===== src/rtl/cache_defs.sv =====
// Shared data-cache definitions: bridge FSM states and default line/bus widths.
package cache_defs;

    localparam int DCACHE_LINE_WIDTH = 128;
    localparam int DMEM_BUS_WIDTH    = 32;

    typedef enum logic [1:0] {
        DCB_IDLE  = 2'd0,
        DCB_BEAT  = 2'd1,
        DCB_DONE  = 2'd2,
        DCB_DRAIN = 2'd3
    } type_dcache_bridge_states_e;

endpackage


===== src/rtl/dcache_mem_bridge.sv =====
// Splits one whole-line dcache read/write into BEATS word transfers on a req/ack
// memory bus and returns a single ack (plus the assembled line for reads).
module dcache_mem_bridge
    import cache_defs::*;
#(
    parameter int LINE_WIDTH = DCACHE_LINE_WIDTH,
    parameter int BUS_WIDTH  = DMEM_BUS_WIDTH,
    parameter int ADDR_WIDTH = 32
) (
    input  logic                  clk_i,
    input  logic                  rst_ni,
    input  logic                  dcache2mem_req_i,
    input  logic                  dcache2mem_wr_i,
    input  logic                  dcache2mem_kill_i,
    input  logic [ADDR_WIDTH-1:0] dcache2mem_addr_i,
    input  logic [LINE_WIDTH-1:0] dcache2mem_wdata_i,
    output logic                  mem2dcache_ack_o,
    output logic [LINE_WIDTH-1:0] mem2dcache_rdata_o,
    output logic                  bridge2mem_req_o,
    output logic                  bridge2mem_we_o,
    output logic [ADDR_WIDTH-1:0] bridge2mem_addr_o,
    output logic [BUS_WIDTH-1:0]  bridge2mem_wdata_o,
    input  logic                  mem2bridge_ack_i,
    input  logic [BUS_WIDTH-1:0]  mem2bridge_rdata_i
);

    localparam int BEATS     = LINE_WIDTH / BUS_WIDTH;
    localparam int BEAT_BITS = $clog2(BEATS);
    localparam int OFFS_BITS = $clog2(LINE_WIDTH / 8);
    localparam int CNT_W     = (BEAT_BITS > 0) ? BEAT_BITS : 1;
    localparam int BUS_BYTES = BUS_WIDTH / 8;
    localparam logic [ADDR_WIDTH-1:0] OFFS_MASK = ADDR_WIDTH'((1 << OFFS_BITS) - 1);

    type_dcache_bridge_states_e state_q;
    logic [CNT_W-1:0]      beat_cnt_q;
    logic [ADDR_WIDTH-1:0] base_q;
    logic                  wr_q;
    logic [LINE_WIDTH-1:0] wline_q;
    logic [LINE_WIDTH-1:0] line_q;

    logic last_beat;
    logic busy;

    assign last_beat = (beat_cnt_q == CNT_W'(BEATS - 1));
    // DRAIN keeps the bus request exactly as it was until memory acks it.
    assign busy      = (state_q == DCB_BEAT) || (state_q == DCB_DRAIN);

    always_ff @(posedge clk_i or negedge rst_ni) begin
        if (!rst_ni) begin
            state_q    <= DCB_IDLE;
            beat_cnt_q <= '0;
            base_q     <= '0;
            wr_q       <= 1'b0;
            wline_q    <= '0;
            line_q     <= '0;
        end else begin
            case (state_q)
                DCB_IDLE: begin
                    if (dcache2mem_req_i && !dcache2mem_kill_i) begin
                        base_q     <= dcache2mem_addr_i & ~OFFS_MASK;
                        wr_q       <= dcache2mem_wr_i;
                        wline_q    <= dcache2mem_wdata_i;
                        beat_cnt_q <= '0;
                        state_q    <= DCB_BEAT;
                    end
                end
                DCB_BEAT: begin
                    if (mem2bridge_ack_i) begin
                        if (dcache2mem_kill_i) begin
                            state_q <= DCB_IDLE;
                        end else begin
                            if (!wr_q)
                                line_q[beat_cnt_q*BUS_WIDTH +: BUS_WIDTH] <= mem2bridge_rdata_i;
                            if (last_beat)
                                state_q <= DCB_DONE;
                            else
                                beat_cnt_q <= beat_cnt_q + 1'b1;
                        end
                    end else if (dcache2mem_kill_i) begin
                        state_q <= DCB_DRAIN;
                    end
                end
                DCB_DONE: begin
                    state_q <= DCB_IDLE;
                end
                DCB_DRAIN: begin
                    if (mem2bridge_ack_i)
                        state_q <= DCB_IDLE;
                end
                default: state_q <= DCB_IDLE;
            endcase
        end
    end

    assign bridge2mem_req_o   = busy;
    assign bridge2mem_we_o    = busy & wr_q;
    assign bridge2mem_addr_o  = busy ? base_q + ADDR_WIDTH'(beat_cnt_q) * ADDR_WIDTH'(BUS_BYTES) : '0;
    assign bridge2mem_wdata_o = busy ? wline_q[beat_cnt_q*BUS_WIDTH +: BUS_WIDTH] : '0;
    // A kill landing in the DONE cycle swallows the completion.
    assign mem2dcache_ack_o   = (state_q == DCB_DONE) && !dcache2mem_kill_i;
    assign mem2dcache_rdata_o = line_q;

endmodule


===== config.mk =====
export PLATFORM = sky130hd
export DESIGN_NAME = dcache_mem_bridge
export DESIGN_NICKNAME = d
export VERILOG_FILES = /design/src/rtl/cache_defs.sv /design/src/rtl/dcache_mem_bridge.sv
export SDC_FILE = /design/constraint.sdc
export NUM_CORES = 1
export LEC_CHECK = 0
export CAP_MARGIN = 10
export CORE_ASPECT_RATIO = 1.5
export CORE_MARGIN = 8
export CORE_UTILIZATION = 51
export DETAILED_ROUTE_END_ITERATION = 16
export GPL_TIMING_DRIVEN = 0
export PLACE_DENSITY = 0.86
export SETUP_SLACK_MARGIN = 0.1
export SYNTH_ARGS = -nofsm -noshare
export SYNTH_HDL_FRONTEND = slang
export SYNTH_SLANG_ARGS = --single-unit
export TNS_END_PERCENT = 30

===== constraint.sdc =====
create_clock -name clk_i -period 6.7 [get_ports clk_i]
set_input_delay 1.34 -clock clk_i [delete_from_list [all_inputs] [get_ports clk_i]]
set_output_delay 1.34 -clock clk_i [all_outputs]
set_load 0.03 [all_outputs]

# [Yosys cells after proc, flatten, opt, wreduce, memory -nomap -nowiden]
# Cells that the tools add are included.
[word_totals] ff_bits=289 word_cells=51
[op_classes] n_addsub=3 eq_ne=11 n_shift=3 n_mux=15 bitwise=3 reduce_logical=10
[op_table] cell="bitwise mux 128 bit" count=1
[op_table] cell="variable shift 32 x 34 -> 128 bit, first input constant" count=1
[op_table] cell="indexed part select 128 x 8 -> 32 bit" count=1
[op_table] cell="indexed part select 32 x 34 -> 128 bit" count=1
[op_table] cell="2-to-1 mux 32 bit" count=2
[op_table] cell="negator 7 -> 34 bit" count=1
[op_table] cell="adder 32 x 4 -> 32 bit" count=1
[op_table] cell="2-to-1 mux 2 bit" count=10
[op_table] cell="!= test 2 bit, second input constant" count=5
[op_table] cell="one-hot mux 2 bit (4 select lines)" count=1
[op_table] cell="AND reduction 4 bit" count=2
[op_table] cell="equality test 2 bit, second input constant" count=3
[op_table] cell="!= test 3 bit, second input constant" count=2
[op_table] cell="AND reduction 5 bit" count=1
[op_table] cell="one-hot mux 2 bit (2 select lines)" count=1
[op_table] cell="adder 2 x 1 -> 2 bit, second input constant" count=1
[op_table] cell="equality test 2 x 1 -> 1 bit, second input constant" count=1
[op_table] cell="logical AND 1 bit" count=2
[op_table] cell="logical NOT 2 bit" count=1
[op_table] cell="inverter 1 bit" count=2
[op_table] cell="AND reduction 2 bit" count=1
[op_table] cell="nonzero test 2 bit" count=1
[op_table] cell="AND 1 bit" count=1
[op_table] cell="logical NOT 1 bit" count=1
[op_table] cell="logical OR 1 bit" count=1

# [Depth between registers and ports, before layout]
[depth] word_depth=5 mapped_depth=8

# [Worst setup path before layout]
# OpenSTA, ideal clock, no wires.
[synth_path] kind="input to output" start="in dcache2mem_kill_i" end="out mem2dcache_ack_o" arrival_ps=2266 required_time_ps=5360 path_slack_ps=3094 cell_stages=2 path_cell_list="clkbuf_1 > nor3b_1"
[synth_between] elab_chain_len=2
[synth_lines] item="from (decl)" line="dcache_mem_bridge.sv:14" rtl="input logic dcache2mem_kill_i,"
[synth_lines] item="logical NOT 1 bit" line="dcache_mem_bridge.sv:100" rtl="assign mem2dcache_ack_o = (state_q == DCB_DONE) && !dcache2mem_kill_i;"
[synth_lines] item="logical AND 1 bit" line="dcache_mem_bridge.sv:100"
[synth_lines] item="to (decl)" line="dcache_mem_bridge.sv:17" rtl="output logic mem2dcache_ack_o,"
# No other way between the ends.

# [Worst setup path after layout]
[layout_path] start="reg beat_cnt_q[1]" end="out bridge2mem_wdata_o[5]"
[layout_between] elab_chain_len=2
[layout_lines] item="from (decl)" line="dcache_mem_bridge.sv:35" rtl="logic [CNT_W-1:0] beat_cnt_q;"
[layout_lines] item="from (signal assigned)" line="dcache_mem_bridge.sv:77" rtl="beat_cnt_q <= beat_cnt_q + 1'b1;"
[layout_lines] item="indexed part select 128 x 8 -> 32 bit" line="dcache_mem_bridge.sv:98" rtl="assign bridge2mem_wdata_o = busy ? wline_q[beat_cnt_q*BUS_WIDTH +: BUS_WIDTH] : '0;"
[layout_lines] item="2-to-1 mux 32 bit" line="dcache_mem_bridge.sv:98"
[layout_lines] item="to (decl)" line="dcache_mem_bridge.sv:22" rtl="output logic [BUS_WIDTH-1:0] bridge2mem_wdata_o,"
# No other way between the ends.

==> results.toml <==
[clock_network]
clk_pin_slew_ps = 60
cts_tree = "built"
clockRootBuffer = "clkbuf_16"
post_cts_buffers = 0
htree_levels = 1
clkLatencyLatePin_ps = 540
hold_buffers = 0
cts_resized = 0
clock-sinks = 289
cts_buffer_depth = 3
numCtsBuffers = 28

[synthesis]
yosysWarnings = 0
synth_area_um2 = 13000
yosys.area.top_type_share_pct = 55.5
yosys_register_bits = 289
synth_area_leader_cell = "dfrtp_1"
ys.flop_type = "dfrtp_1"
synth-edff-count = 0
avgSynthCellArea_um2 = 12.7
synthTopCellsByArea = "dfrtp_1, mux2_2, mux2i_1"
ys_seq_area_share_pct = 55.5
async_flop_share_pct = 100
synth_cell_types = 30
syn_inst = 1025

[sta]
slew_viol_final = 0
fmax_ghz = 0.224
relSlewSlack_pct = 54.2
hold_viol_final = 0
rsz0062_at_grt = "no"
holdWs_ps = 501
fin_skew_ps = 8.04
setup_viol = 0
worstMarginPinSlew_ps = 687
finalCritPeriodShare_pct = 66.5
min_period_ps = 4460

[detailed_routing]
drtIter0Drc = 463
route.detailed.drc = 0
wirelength_mm = 38.7
first_pass_iters = 6
wl_per_cell_um = 21.6
viasPerCell = 5.18
vias = 9298
antenna_left = 0

[placed_design]
gp_congestion = 0.856
dpl.hpwl_mm = 30.0
port_buffers = 385

[final_layout]
final_cell_mix = "clkdlybuf4s50_1, dfrtp_1, mux2_2, inv_1, nand2_1"
nets = 1647
nFillCells = 1721
drive_gt1_share_pct = 19.2
mostFrequentLayoutCell = "clkdlybuf4s50_1"
synthToLayoutAreaGrowth_pct = 39.9

[grt]
antenna_found_initial = 6
grt_pass1_vias = 10300
grt-ovfl-total = 0
grt_max_degree = 123
grt_pass1_wl_mm = 59.1
grt_usage_pct = 24.4

[critical_path]
criticalPathCategory = "reg2out"
cp.arrival_ps = 3120
r2r_end = "mem2dcache_rdata_o[18]$_DFFE_PN0P_"
r2r_start = "beat_cnt_q[1]$_DFFE_PN0P_"
path_max_fanout = 10
end_kind = "primary output"
cp.required_ps = 5360
start_kind = "flip-flop"
reg2regPathDepth = 8
rrSetupSlack_ps = 3150

[worst_hold_path]
whs_endpoint = "base_q[31]$_DFFE_PN0P_"
hold_depth = 1
min_path_type = "reg2reg"
min_from = "base_q[31]$_DFFE_PN0P_"

[power_and_ir_drop]
leakage_nw = 7.70
ir_drop_mv = 0.268
p_per_area_nw_per_um2 = 473
power_w = 0.00863

[floorplan]
rows = 71
die_area_um2 = 31000
initial_core_util_pct = 51.8
io_pins = 393
die_h_um = 212
core-area_um2 = 25100
die_w_um = 147

[run]
maxCapViolCount = 0

[outcome]
status = "finished, final reports clean"
[worst max-delay path, cell delays in order (launching register included)]
cell	delay, ps
dfrtp_1	420
clkbuf_1	360
clkbuf_1	580
mux4_2	410
and2_1	180
clkdlybuf4s50_1	620
[Yosys cell counts (5+ instances only)]
| cell | instances |
|---|---|
| dfrtp_1 | 289 |
| mux2i_1 | 125 |
| buf_4 | 27 |
| mux2_2 | 160 |
| buf_2 | 16 |
| nand2_1 | 127 |
| inv_1 | 129 |
| and3_1 | 5 |
| mux4_2 | 32 |
| ha_1 | 6 |
| clkbuf_1 | 20 |
| and2_1 | 62 |
[worst max path at each step]
stage                                    from                       to  slack, ps  depth (start not counted)
floorplan                   dcache2mem_kill_i         mem2dcache_ack_o       3090                          2
detailed placement  beat_cnt_q[1]$_DFFE_PN0P_   bridge2mem_wdata_o[28]       2810                          5
global placement                       rst_ni  wline_q[52]$_DFFE_PN0P_      -8040                          1
finish              beat_cnt_q[1]$_DFFE_PN0P_    bridge2mem_wdata_o[5]       2240                          5
global route        beat_cnt_q[1]$_DFFE_PN0P_   bridge2mem_wdata_o[30]       2110                          5
CTS                 beat_cnt_q[1]$_DFFE_PN0P_   bridge2mem_wdata_o[13]       2210                          5
[metal layers]
layer / vias to the layer above / GRT usage, % / wire length, um
met3: 108 / 6.00 / 2420
met5: - / 0 / 0
met4: 0 / 14.0 / 2080
met2: 335 / 42.9 / 20100
li1: 4213 / - / -
met1: 4642 / 26.6 / 14100
[where the power goes]
| part | internal, W | leakage (nW) | total (W) | switching [W] |
|---|---|---|---|---|
| combinational | 0.00191 | 4.00 | 0.00414 | 0.00224 |
| clock | 0.000844 | 0.420 | 0.00149 | 0.000648 |
| sequential | 0.00255 | 3.28 | 0.00300 | 0.000444 |
| total | 0.00531 | 7.70 | 0.00863 | 0.00333 |
[kinds of logic (layout without fill, tap and decap cells)]
kind of cell	count (synthesis)	in the layout	synth area share [%]
AO/OA/AOI/OAI	7	7	0.432
other	1	8	0.0288
adder cells (fa/ha/maj)	6	6	0.576
AND/OR/NAND/NOR	211	211	8.01
flip-flops	289	289	55.5
buffers and inverters	194	629	6.52
multiplexers	317	317	28.9
[layout make-up]
type | count | area (um^2) | area share, %
Inverter | 129 | 484 | 2.66
Clock buffer | 43 | 828 | 4.54
Clock inverter | 5 | 27.5 | 0.151
Tap cell | 328 | 410 | 2.25
Antenna cell | 6 | 15.0 | 0.0823
Multi-Input combinational cell | 543 | 4960 | 27.2
Timing Repair Buffer | 387 | 3910 | 21.5
Buffer | 65 | 365 | 2.00
Sequential cell | 289 | 7230 | 39.7
[flip-flops by register name, summed over array words and instances, names as in the netlist]
name	flops
base_q	28
beat_cnt_q	2
mem2dcache_rdata_o	128
state_q	2
wline_q	128
wr_q	1
[per-stage QoR]
step | instance area (um^2) | instances | util (%) | setup TNS, ps | worst slack, ps
after floorplan | 13000 | 1026 | - | 0 | 3090
after global placement | 17300 | 1739 | 68.8 | -2315900 | -8040
after detailed placement | 17400 | 1741 | 69.1 | 0 | 2810
after CTS | 18200 | 1789 | 72.5 | 0 | 2210
after global routing | 18200 | 1795 | 72.5 | 0 | 2110
final | 18200 | 1795 | 72.5 | 0 | 2240
Note: power is estimated with default switching activity, not from simulation.
